## config.mk

```make
export PLATFORM = sky130hd
export DESIGN_NAME = sum_of_squares
export DESIGN_NICKNAME = d
export VERILOG_FILES = /design/src/rtl/sum_of_squares.sv
export SDC_FILE = /design/constraint.sdc
export NUM_CORES = 1
export LEC_CHECK = 0
export CAP_MARGIN = 40
export CELL_PAD_IN_SITES_DETAIL_PLACEMENT = 1
export CELL_PAD_IN_SITES_GLOBAL_PLACEMENT = 1
export CORE_UTILIZATION = 35
export CTS_BUF_LIST = sky130_fd_sc_hd__clkbuf_4
export DETAILED_ROUTE_END_ITERATION = 16
export PLACE_DENSITY = 0.74
export SLEW_MARGIN = 30
export SYNTH_ARGS = -nofsm -noshare
export SYNTH_HDL_FRONTEND = slang
export SYNTH_SLANG_ARGS = --single-unit
export TNS_END_PERCENT = 10
```

## constraint.sdc

```tcl
create_clock -name clock -period 4.75 [get_ports clock]
set_input_delay 0.475 -clock clock [delete_from_list [all_inputs] [get_ports clock]]
set_output_delay 0.475 -clock clock [all_outputs]
set_load 0.03 [all_outputs]
```

## src/rtl/sum_of_squares.sv

```systemverilog
// Sequential x^2+y^2+z^2 for a signed point using three shift-add squarers, one multiplier bit per cycle.
// Result registers W+2 edges after accept, counting the accept edge; out_valid is held until out_ready.
// Only accepts a point in IDLE. Optional SOS_SATURATE_EN clamps an oversized sum to all-ones instead of truncating it.
module sum_of_squares #(
  parameter int W = 16,
  parameter int N = 32
) (
  input  logic                clock,
  input  logic                reset_n,
  input  logic                in_valid,
  output logic                in_ready,
  input  logic signed [W-1:0] x,
  input  logic signed [W-1:0] y,
  input  logic signed [W-1:0] z,
  output logic                out_valid,
  input  logic                out_ready,
  output logic [N-1:0]        sum_sq
);

  localparam int CW = $clog2(W);
  localparam int SW = 2*W + 2;
  localparam int XW = (N > SW) ? N : SW;

  typedef enum logic [1:0] {S_IDLE, S_RUN, S_ADD, S_DONE} state_t;

  state_t          r_state;
  state_t          w_next;
  logic [CW-1:0]   r_cnt;
  logic [W-1:0]    r_mx, r_my, r_mz;
  logic [2*W-1:0]  r_ax, r_ay, r_az;
  logic [N-1:0]    r_sum;
  logic [SW-1:0]   w_s;
  logic [N-1:0]    w_res;

  // Two's-complement magnitude; -2^(W-1) maps to 2^(W-1), which still fits W unsigned bits.
  function automatic logic [W-1:0] mag(input logic [W-1:0] v);
    return v[W-1] ? (~v + W'(1)) : v;
  endfunction

  function automatic logic [2*W-1:0] step(input logic [2*W-1:0] acc,
                                          input logic [W-1:0]   m,
                                          input logic [CW-1:0]  i);
    logic [2*W-1:0] w_m;
    w_m = {{W{1'b0}}, m};
    return m[i] ? (acc + (w_m << i)) : acc;
  endfunction

  always_ff @(posedge clock or negedge reset_n) begin
    if (!reset_n) r_state <= S_IDLE;
    else          r_state <= w_next;
  end

  always_comb begin
    w_next    = r_state;
    in_ready  = 1'b0;
    out_valid = 1'b0;
    case (r_state)
      S_IDLE: begin
        in_ready = reset_n;
        if (in_valid) w_next = S_RUN;
      end
      S_RUN:  if (r_cnt == CW'(W-1)) w_next = S_ADD;
      S_ADD:  w_next = S_DONE;
      S_DONE: begin
        out_valid = 1'b1;
        if (out_ready) w_next = S_IDLE;
      end
      default: w_next = S_IDLE;
    endcase
  end

  assign w_s = SW'(r_ax) + SW'(r_ay) + SW'(r_az);

`ifdef SOS_SATURATE_EN
  logic w_ovf;
  assign w_ovf = (XW'(w_s) >> N) != '0;
  assign w_res = w_ovf ? {N{1'b1}} : N'(w_s);
`else
  assign w_res = N'(w_s);
`endif

  always_ff @(posedge clock or negedge reset_n) begin
    if (!reset_n) begin
      r_cnt <= '0;
      r_mx  <= '0;
      r_my  <= '0;
      r_mz  <= '0;
      r_ax  <= '0;
      r_ay  <= '0;
      r_az  <= '0;
      r_sum <= '0;
    end else begin
      case (r_state)
        S_IDLE: if (in_valid) begin
          r_mx  <= mag(x);
          r_my  <= mag(y);
          r_mz  <= mag(z);
          r_ax  <= '0;
          r_ay  <= '0;
          r_az  <= '0;
          r_cnt <= '0;
        end
        S_RUN: begin
          r_ax  <= step(r_ax, r_mx, r_cnt);
          r_ay  <= step(r_ay, r_my, r_cnt);
          r_az  <= step(r_az, r_mz, r_cnt);
          r_cnt <= r_cnt + CW'(1);
        end
        S_ADD:   r_sum <= w_res;
        default: ;
      endcase
    end
  end

  assign sum_sq = r_sum;

endmodule

```

==> summary.md <==
| Metric | Value |
|---|---|
| Status | finished clean |
| Pin count of the biggest net entering global routing | 78 |
| Chip height | 223 um |
| Worst Hold Slack | 270 ps |
| Final Non-Filler Cells | 2714 |
| # port buffers | 85 |
| Synth Area per Inst | 8.43 sq um |
| P_sw | 7080 uW |
| Crit path required time | 5430 ps |
| Worst vdd ir | 0.293 mV |
| TritonCTS buffer count | 17 |
| Synthesized area | 17100 sq um |
| Vias | 15700 |
| Root Buffer | clkbuf_4 |
| Pint | 5900 uW |
| Startpoint Class | flop |
| Leading cell type in the layout, fill and taps excluded | nand2_1 |
| Net Count, Synth | 2245 |
| Logic pwr share | 71.6% |
| CP max stage delay | 660 ps |
| Slew HR | 45.1% |
| Final Power | 13000 uW |
| R2R Path End | r_ax[30] |
| Clock Tree Buf Depth | 2 |
| Core Area | 47900 sq um |
| GRT Total Usage | 24.2% |
| Yosys warning count | 0 |
| Setup TNS Final | 0 ps |
| Max-cap violations | 0 |
| Max Slew Vio Count | 0 |
| Skew final | 31.2 ps |
| Die width | 223 um |
| Seq/Total Area, Yosys | 26.7% |
| CTS tree | done |
| Switching part of the total power | 54.5% |
| Cells after DPL | 2675 |
| Avg WL per Cell | 21.8 um |
| Sequential share of power | 20.9% |
| First-pass GRT wire length | 93400 um |
| Final WL | 59100 um |
| CP Class | flop to flop |
| Via/cell ratio | 5.78 |
| Synth Flop Type | dfrtp_1 |
| Share of post-route cells with drive strength above 1 | 8.45% |
| R2r worst-path depth | 16 |
| # DRC | 0 |
| Yosys cell types | 71 |
| Pre-Repair DR Iteration Count | 5 |
| Fin crit share | 95.5% |
| DP HPWL | 47400 um |
| Setup slack, reg-to-reg | 220 ps |
| Fmax | 221 MHz |
| Remaining global-route overflow | 0 |
| Least-Margin Pin Slew | 824 ps |
| R2r startpoint | r_cnt[0] |
| Synth-to-Final Area Change | 12.1% |
| Crit-path slowest cell | dfrtp_4 |
| Reg clk slew, reported paths | 180 ps |
| Full die area | 49700 sq um |
| CTS sink cnt | 182 |
| Clock power share | 7.5% |
| RSZ-0062 raised after global routing | no |
| Tmin final | 4530 ps |
| GPL Wtd Cong | 0.943 |
| # rows | 80 |
| Initial antenna violation count | 1 |
| I/O pin cnt | 86 |
| Initial core utilization | 35.6% |
| Vias in the first global route | 16100 |
| Commonest cells after routing, fill and taps aside | 255 x nand2_1, 178 x dfrtp_1, 170 x nor2_1 |
| Critical path peak fanout | 22 |
| Nets@finish | 2300 |
| Worst EP arrival | 5210 ps |
| Final setup violation count | 0 |
| DR iter-0 viols | 937 |
| Final ANT Viol Nets | 0 |
| H-tree depth | 4 |
| Leak | 0.00888 uW |
| Worst setup EP type | flop |
| EDFF count, synth | 0 |
| Hold crit path type | primary input to async pin |
| CP Cell Sequence | buf_12 -> mux2_2 -> nor2_1 -> a21oi_1 -> mux2_2 -> nor2_1 -> a21oi_1 -> ha_1 -> nand4_1 -> a211oi_1 -> o21ai_0 -> o31ai_1 -> buf_4 -> o221ai_1 -> xnor2_1 -> a22o_1 |
| FFs w/ async S/R, synth | 100% |
| Cell count after synthesis | 2027 |
| Yosys reg bits | 182 |
| Insertion delay to the later sink of the worst-skew pair | 770 ps |
| Final hold viol count | 0 |
| P per Cell Area | 678 nW/um^2 |
-- state kept, by name, summed over array words and instances, names as in the netlist --
register	count
r_ax	32
r_my	16
r_cnt	4
r_mx	16
r_state	2
r_ay	32
r_az	32
r_mz	16
sum_sq	32
-- per-stage QoR --
stage / cell area [sq um] / utilization, % / setup WS [ps]
4_1_cts: 19100 / 39.8 / 111
3_5_place_dp: 18800 / 39.2 / 164
2_1_floorplan: 17100 / - / 522
5_1_grt: 19200 / 39.9 / 24.5
6_report: 19200 / 40.0 / 215
3_3_place_gp: 18800 / 39.1 / 214
-- timing repair --
action | in CTS | in global routing
endpoints found under the setup margin | 0 | 13
hold buffers | 1 | 0
setup buffers | 0 | 1
resized for setup | 0 | 3
hold endpoints to repair | 70 | 0
-- worst max-delay path, delay by kind of cell (launching register included) --
family	cells	cell delay [ps]
compound gates	7	1620
flops	1	660
buf+inv	2	410
simple gates	3	410
fa+ha+maj	1	520
mux	2	670
xor+xnor	1	150
-- kinds of logic after synthesis --
logic type	Yosys count	synth area share (%)
adders and majority gates	166	13.7
and+or+nand+nor	578	14.7
AOI/OAI and AO/OA	661	25.2
xor gates and xnor gates	150	7.69
buffers and inverters	176	3.94
muxes	114	8.14
DFF	182	26.7
-- cell type report --
cell class / count / area, sq um
clock inverters: 15 / 169
clock buffers: 17 / 128
flip-flops and latches: 182 / 4560
diodes: 4 / 10.0
fillers: 5651 / 28800
well taps: 615 / 769
inverters: 68 / 255
multi-input cells: 1669 / 11900
repair buffers: 144 / 1380
-- Yosys cell counts (59+ instances only) --
cell | count | area share (%)
nand2_1 | 256 | 5.6
dfrtp_1 | 182 | 27
nor2_1 | 171 | 3.8
o21ai_0 | 161 | 4.7
a21oi_1 | 159 | 4.7
ha_1 | 131 | 9.6
clkbuf_1 | 81 | 1.8
xnor2_1 | 77 | 3.9
xor2_1 | 73 | 3.7
a21o_1 | 68 | 3.0
inv_1 | 67 | 1.5
o31ai_1 | 59 | 2.6
-- worst max-delay path by stage --
stage | startpoint | to
detailed placement | r_cnt[0] | r_ay[28]
floorplan | r_cnt[0] | r_az[31]
global placement | r_cnt[0] | r_ay[31]
global route | r_cnt[0] | r_ay[27]
finish | r_cnt[0] | r_ax[30]
CTS | r_cnt[0] | r_ay[28]
-- layer usage --
layer	global-route usage, %	part of all wire (%)
met1	32.5	47
met2	40.2	47
met3	2.70	3.4
met4	8.90	2.9
met5	0	0
-- power by group through the flow --
stage | Sequential, uW | Clock [uW] | Combinational (uW)
2_1_floorplan | 2570 | 0 | 6300
6_report | 2720 | 973 | 9290
4_1_cts | 2710 | 1020 | 9170
3_5_place_dp | 2740 | 0 | 9120
3_3_place_gp | 2720 | 0 | 8860
5_1_grt | 2780 | 1060 | 10100
Note: power is estimated with default switching activity, not from simulation.
